**src/rtl/wb_stage.sv**
```systemverilog
// Write-back stage: retires one instruction per memoryed handshake, writes the
// register file, emits a difftest commit record and keeps cycle/instret counters.
module wb_stage #(
  parameter int XLEN   = 64,
  parameter int RIDX_W = 5
) (
  input  logic              clk,
  input  logic              rst,
  input  logic              i_wb_memoryed_req,
  output logic              o_wb_memoryed_ack,
  input  logic [XLEN-1:0]   i_wb_pc,
  input  logic [31:0]       i_wb_inst,
  input  logic [RIDX_W-1:0] i_wb_rd,
  input  logic              i_wb_rd_wen,
  input  logic [XLEN-1:0]   i_wb_rd_wdata,
  input  logic              i_wb_nocmt,
  input  logic              i_wb_skipcmt,
  input  logic [31:0]       i_wb_intrNo,
  output logic              o_rf_wen,
  output logic [RIDX_W-1:0] o_rf_waddr,
  output logic [XLEN-1:0]   o_rf_wdata,
  output logic              o_cmt_valid,
  output logic [XLEN-1:0]   o_cmt_pc,
  output logic [31:0]       o_cmt_inst,
  output logic              o_cmt_skip,
  output logic [31:0]       o_cmt_intrNo,
  output logic [63:0]       o_cycle_cnt,
  output logic [63:0]       o_instret_cnt,
  output logic              o_wb_writebacked_req,
  input  logic              i_wb_writebacked_ack
);

  typedef enum logic [1:0] {
    IDLE  = 2'd0,
    WRITE = 2'd1,
    DONE  = 2'd2
  } state_t;

  state_t state_r;
  state_t state_nxt_s;

  logic [XLEN-1:0]   pc_r;
  logic [31:0]       inst_r;
  logic [RIDX_W-1:0] rd_r;
  logic              rd_wen_r;
  logic [XLEN-1:0]   rd_wdata_r;
  logic              nocmt_r;
  logic              skipcmt_r;
  logic [31:0]       intr_no_r;
  logic [63:0]       cycle_r;
  logic [63:0]       instret_r;

  logic hs_in_s;
  logic write_s;
  logic done_s;

  assign o_wb_memoryed_ack = (state_r == IDLE);
  assign hs_in_s           = i_wb_memoryed_req & o_wb_memoryed_ack;

  // State register.
  always_ff @(posedge clk) begin
    if (rst) begin
      state_r <= IDLE;
    end else begin
      state_r <= state_nxt_s;
    end
  end

  // Next-state logic; WRITE is always a single cycle.
  always_comb begin
    state_nxt_s = state_r;
    case (state_r)
      IDLE: begin
        if (hs_in_s) begin
          state_nxt_s = WRITE;
        end else begin
          state_nxt_s = IDLE;
        end
      end
      WRITE: state_nxt_s = DONE;
      DONE: begin
        if (i_wb_writebacked_ack) begin
          state_nxt_s = IDLE;
        end else begin
          state_nxt_s = DONE;
        end
      end
      default: state_nxt_s = IDLE;
    endcase
  end

  // Strobes are suppressed in a reset cycle so a dropped transaction leaves no trace.
  always_comb begin
    write_s = 1'b0;
    done_s  = 1'b0;
    if (rst) begin
      write_s = 1'b0;
      done_s  = 1'b0;
    end else begin
      write_s = (state_r == WRITE);
      done_s  = (state_r == DONE);
    end
  end

  // Capture the retiring instruction on the incoming handshake.
  always_ff @(posedge clk) begin
    if (rst) begin
      pc_r       <= {XLEN{1'b0}};
      inst_r     <= 32'd0;
      rd_r       <= {RIDX_W{1'b0}};
      rd_wen_r   <= 1'b0;
      rd_wdata_r <= {XLEN{1'b0}};
      nocmt_r    <= 1'b0;
      skipcmt_r  <= 1'b0;
      intr_no_r  <= 32'd0;
    end else if (hs_in_s) begin
      pc_r       <= i_wb_pc;
      inst_r     <= i_wb_inst;
      rd_r       <= i_wb_rd;
      rd_wen_r   <= i_wb_rd_wen;
      rd_wdata_r <= i_wb_rd_wdata;
      nocmt_r    <= i_wb_nocmt;
      skipcmt_r  <= i_wb_skipcmt;
      intr_no_r  <= i_wb_intrNo;
    end else begin
      pc_r       <= pc_r;
      inst_r     <= inst_r;
      rd_r       <= rd_r;
      rd_wen_r   <= rd_wen_r;
      rd_wdata_r <= rd_wdata_r;
      nocmt_r    <= nocmt_r;
      skipcmt_r  <= skipcmt_r;
      intr_no_r  <= intr_no_r;
    end
  end

  // Cycle and retired-instruction counters; both wrap naturally at 2^64.
  always_ff @(posedge clk) begin
    if (rst) begin
      cycle_r   <= 64'd0;
      instret_r <= 64'd0;
    end else begin
      cycle_r <= cycle_r + 64'd1;
      if (write_s && !nocmt_r) begin
        instret_r <= instret_r + 64'd1;
      end else begin
        instret_r <= instret_r;
      end
    end
  end

  // Register-file write and commit record, driven from the latched instruction.
  always_comb begin
    o_rf_wen     = 1'b0;
    o_cmt_valid  = 1'b0;
    o_cmt_skip   = 1'b0;
    o_cmt_intrNo = 32'd0;
    if (write_s) begin
      o_rf_wen     = rd_wen_r & (rd_r != {RIDX_W{1'b0}});
      o_cmt_valid  = ~nocmt_r;
      o_cmt_skip   = skipcmt_r;
      o_cmt_intrNo = intr_no_r;
    end else begin
      o_rf_wen     = 1'b0;
      o_cmt_valid  = 1'b0;
      o_cmt_skip   = 1'b0;
      o_cmt_intrNo = 32'd0;
    end
  end

  assign o_rf_waddr           = rd_r;
  assign o_rf_wdata           = rd_wdata_r;
  assign o_cmt_pc             = pc_r;
  assign o_cmt_inst           = inst_r;
  assign o_cycle_cnt          = cycle_r;
  assign o_instret_cnt        = instret_r;
  assign o_wb_writebacked_req = done_s;

endmodule

```
**config.mk**
```make
export PLATFORM = sky130hd
export DESIGN_NAME = wb_stage
export DESIGN_NICKNAME = d
export VERILOG_FILES = /design/src/rtl/wb_stage.sv
export SDC_FILE = /design/constraint.sdc
export NUM_CORES = 1
export LEC_CHECK = 0
export BUFFER_PORTS_ARGS = -buffer_cell sky130_fd_sc_hd__buf_4
export CELL_PAD_IN_SITES_DETAIL_PLACEMENT = 1
export CELL_PAD_IN_SITES_GLOBAL_PLACEMENT = 1
export CORE_MARGIN = 5
export CORE_UTILIZATION = 25
export CTS_CLUSTER_DIAMETER = 200
export DETAILED_ROUTE_END_ITERATION = 16
export GPL_TIMING_DRIVEN = 0
export PLACE_DENSITY_LB_ADDON = 0.3
export SLEW_MARGIN = 15
export SYNTH_ARGS = -nofsm -noshare
export SYNTH_HDL_FRONTEND = slang
export SYNTH_SLANG_ARGS = --single-unit
```
**constraint.sdc**
```tcl
create_clock -name clk -period 7 [get_ports clk]
set_input_delay 1.4 -clock clk [delete_from_list [all_inputs] [get_ports clk]]
set_output_delay 1.4 -clock clk [all_outputs]
set_load 0.02 [all_outputs]
```
# After elaboration in Yosys (flattened, before gate mapping)
# Cells that the tools add are included.
# classes
bitwise_logic	3
n_reduce_logical	4
multipliers	0
n_mux	9
div_mod_pow	0
order_cmp	0
add_sub_neg	2
shift	0
n_eq_ne	2
# op_table
operator	count
adder 64 x 1 -> 64 bit (second input constant)	2
two-way mux 32 bit	1
two-way mux 1 bit	6
case mux 2 bit (3 select lines)	1
nonzero test 5 bit	1
AND 1 bit	2
equality test 2 x 1 -> 1 bit (second input constant)	1
equality test 2 bit (second input constant)	1
zero test 2 bit	1
two-way mux 2 bit	1
logical AND 1 bit	1
zero test 1 bit	1
inverter 1 bit	1
# word_totals
rom_bits	0
ram_bits	0
regBits	330
in_bits	204
latchBits	0
mem_count	0

# Depth between registers and ports, before layout
# depth
depth_word	4
ltp_mapped	8

# Worst setup path before layout
# OpenSTA, ideal clock, no wires.
# synth_path
path_kind	input-to-output
startpoint	input rst
endpoint	output o_rf_wen
setup_slack_ps	3225
t_arrival_ps	2375
cell_stages	3
required_time_ps	5600
cell_sequence	nor3b_1 -> clkbuf_1 -> o311a_1
# synth_via
elab_chain_cells	2
# synth_lines
element	line_no	text
start: declaration	8	input logic rst,
two-way mux 1 bit	96	if (rst) begin
two-way mux 1 bit	158	if (write_s) begin
end: declaration	19	output logic o_rf_wen,
# Every way passes these cells.

# Final worst setup path
# Ends and elaborated chain as after synthesis.

==> results.yml <==
timing:
  period_share: 0.627
  fin_crit_ns: 4.39
  report.final.slew_viol_count: 0
  finClkSkew_ns: 0.0146
  slew_headroom: 0.350
  setup_violations: 0
  rsz0062_at_grt: "false"
  final-hold-violation-count: 0
  fmax_mhz: 228
  fin_tns_setup_ns: 0
  worstMarginPinSlew_ns: 0.976
drt:
  drtIter0Drc: 491
  wl_um: 59800
  firstDrtPassIters: 4
  wl_per_cell_um: 20.3
  drc: 0
  postRouteAntennaNets: 0
  viasPerCell: 4.75
  via_count: 13993
run_status:
  status: "finished clean"
logic_synthesis:
  synth.area.mux_share: 0.00172
  yosysSeqAreaShare: 0.503
  syn_nets: 1856
  synth_edf_count: 0
  syn_inst: 1650
  synth_seq_cells: 330
  syn_avg_cell_area_um2: 7.96
  synth_area_um2: 13100
  synthXorXnorAreaFrac: 0.0427
  ys_warn_count: 0
  synth_top_flop_cell: "dfxtp_1"
  yosys.area_share.simple: 0.288
  async_flop_share: 0
  synth.distinct_cells: 45
  synthAdderAreaFrac: 0.00191
  synth_compound_area_frac: 0.126
  synth_top_family_by_area: "simple AND/OR/NAND/NOR gates"
critical_path:
  arrival_ns: 2.99
  reg2reg_slack_ns: 4.11
  critical_path.endpoint_type: "output port"
  path_max_fanout: 10
  reg2reg_from: "state_r[1]"
  reg2regPathDepth: 8
  r2r-end: "o_instret_cnt[59]"
  crit_type: "input pin to output port"
  cp-start-kind: "input pin"
  critical_path_required_ns: 5.60
global_route:
  gr-usage-all-layers: 0.197
  grt_pass1_vias: 14747
  grt_pass1_wl_um: 88600
  antenna_found_initial: 5
  grt_max_degree: 12
  grt_remaining_overflow: 0
final_layout:
  nets: 2432
  area_delta_synth_final_pct: 47.3
  n_fill_cell: 6371
  drive_gt1_frac: 0.275
die:
  core-area_um2: 52300
  rows: 84
  die_area_um2: 57200
  initial_core_util: 0.251
  fp.dieW_um: 239
  ioPinCount: 534
  die_h_um: 239
min_path:
  hp-start: "intr_no_r[18]"
  holdPathStages: 2
  hold_path_end: "intr_no_r[18]"
  hold_path.class: "flop to flop"
clock_network:
  htreeDepth: 2
  max-clock-path-buffers: 3
  postCtsSetupRepairBufs: 0
  cts-buffers-inserted: 41
  clk_pin_slew_ns: 0.06
  ctsHoldBuffers: 0
  clock_latency_ns: 0.55
  cts_tree: "done"
  cts_resized: 0
  cts.sinks: 330
  root_buffer: "clkbuf_16"
power:
  powerDensity_nw_per_um2: 240
  switching_share: 0.261
  p_comb_frac: 0.117
  p_seq_frac: 0.430
  power_switching_mw: 1.21
  power_mw: 4.65
  pwr-share-clk: 0.453
  leakage_nw: 7.85
  ir_drop_mv: 0.177
  intPower_mw: 3.44
place:
  io_buffer_count: 533
  place_hpwl_um: 47000
  globalplace.congestion: 0.861
flow_run:
  max_cap_viol_count: 0
[critical path: stages]
cell	delay, ns
buf_4	0.12
nor3b_2	0.52
clkbuf_1	0.48
o311a_1	0.27
buf_4	0.17
[layer usage]
metal / GRT usage / part of all wire / vias up
li1: - / - / 6748
met1: 0.221 / 0.39 / 6779
met2: 0.357 / 0.51 / 399
met3: 0.0716 / 0.086 / 63
met4: 0.0453 / 0.018 / 4
met5: 0 / 0.00045 / -
[synthesized netlist by cell type (20+ instances only)]
| cell | number | area, um2 |
|---|---|---|
| nand4_1 | 55 | 344 |
| o31ai_1 | 20 | 150 |
| xor2_1 | 45 | 394 |
| nor2_1 | 95 | 357 |
| or3_1 | 35 | 219 |
| a21oi_1 | 257 | 1290 |
| o21ai_0 | 37 | 185 |
| dfxtp_1 | 330 | 6610 |
| or4_1 | 25 | 188 |
| nand2_1 | 457 | 1720 |
| clkbuf_1 | 92 | 345 |
| and2_1 | 38 | 238 |
| nand3_1 | 45 | 225 |
[logic make-up after synthesis]
family	Yosys count
muxes	2
AOI/OAI and AO/OA	318
xor gates and xnor gates	64
buffers and inverters	118
adders and majority gates	2
and+or+nand+nor	816
DFF	330
[cell type report]
cell class	count	area [um2]	share of cell area
sequential	330	6610	0.342
multi-input combinational	1202	6050	0.313
timing repair buffer	533	4000	0.207
clock buffer	65	1260	0.0651
tap	688	861	0.0445
buffer	101	397	0.0205
inverter	17	76.3	0.00395
clock inverter	8	72.6	0.00375
antenna	3	7.51	0.000388
[stage by stage]
| step | instance area [um2] | hold slack (ns) | instances | utilization | worst slack, ns |
|---|---|---|---|---|---|
| after CTS | 19300 | 0.454 | 2944 | 0.369 | 2.08 |
| after detailed placement | 18000 | 0.446 | 2871 | 0.344 | 2.09 |
| after global placement | 18000 | 0.438 | 2871 | 0.344 | 2.08 |
| after floorplan | 13100 | 0.431 | 1650 | - | 3.22 |
| after global routing | 19300 | 0.469 | 2944 | 0.369 | 2.47 |
| final | 19300 | 0.452 | 2947 | 0.369 | 2.61 |
[placed cells by master (no fill, tap or decap), types with 38 or more instances in the layout]
master / Yosys / final
a21oi_1: 257 / 257
nand3_1: 45 / 45
dfxtp_1: 330 / 330
and2_1: 38 / 38
nand2_1: 457 / 457
nand4_1: 55 / 55
clkbuf_16: 0 / 43
xor2_1: 45 / 45
clkbuf_1: 92 / 104
buf_4: 0 / 533
nor2_1: 95 / 95
[sequential cells by signal, summed over array words and instances (netlist names), 2 cells and up]
signal / count
o_rf_wdata: 64
o_cmt_inst: 32
o_cycle_cnt: 64
o_instret_cnt: 64
state_r: 2
intr_no_r: 32
o_cmt_pc: 64
o_rf_waddr: 5
[power by group through the flow]
stage          Sequential (mW)  Clock, mW  Combinational (mW)
6_report                  2.00       2.10               0.545
2_1_floorplan             2.11          0               0.173
3_3_place_gp              2.04          0               0.547
3_5_place_dp              2.04          0               0.555
5_1_grt                   2.01       2.25               0.591
4_1_cts                   2.00       2.18               0.557
[worst max path at each step]
stage                     depth (start not counted)  start       end  slack, ns
after global placement                            5    rst  o_rf_wen       2.08
final                                             5    rst  o_rf_wen       2.61
after global routing                              5    rst  o_rf_wen       2.47
after detailed placement                          5    rst  o_rf_wen       2.09
after floorplan                                   3    rst  o_rf_wen       3.22
after CTS                                         5    rst  o_rf_wen       2.08
No activity file was read; power rests on OpenSTA's default activity.
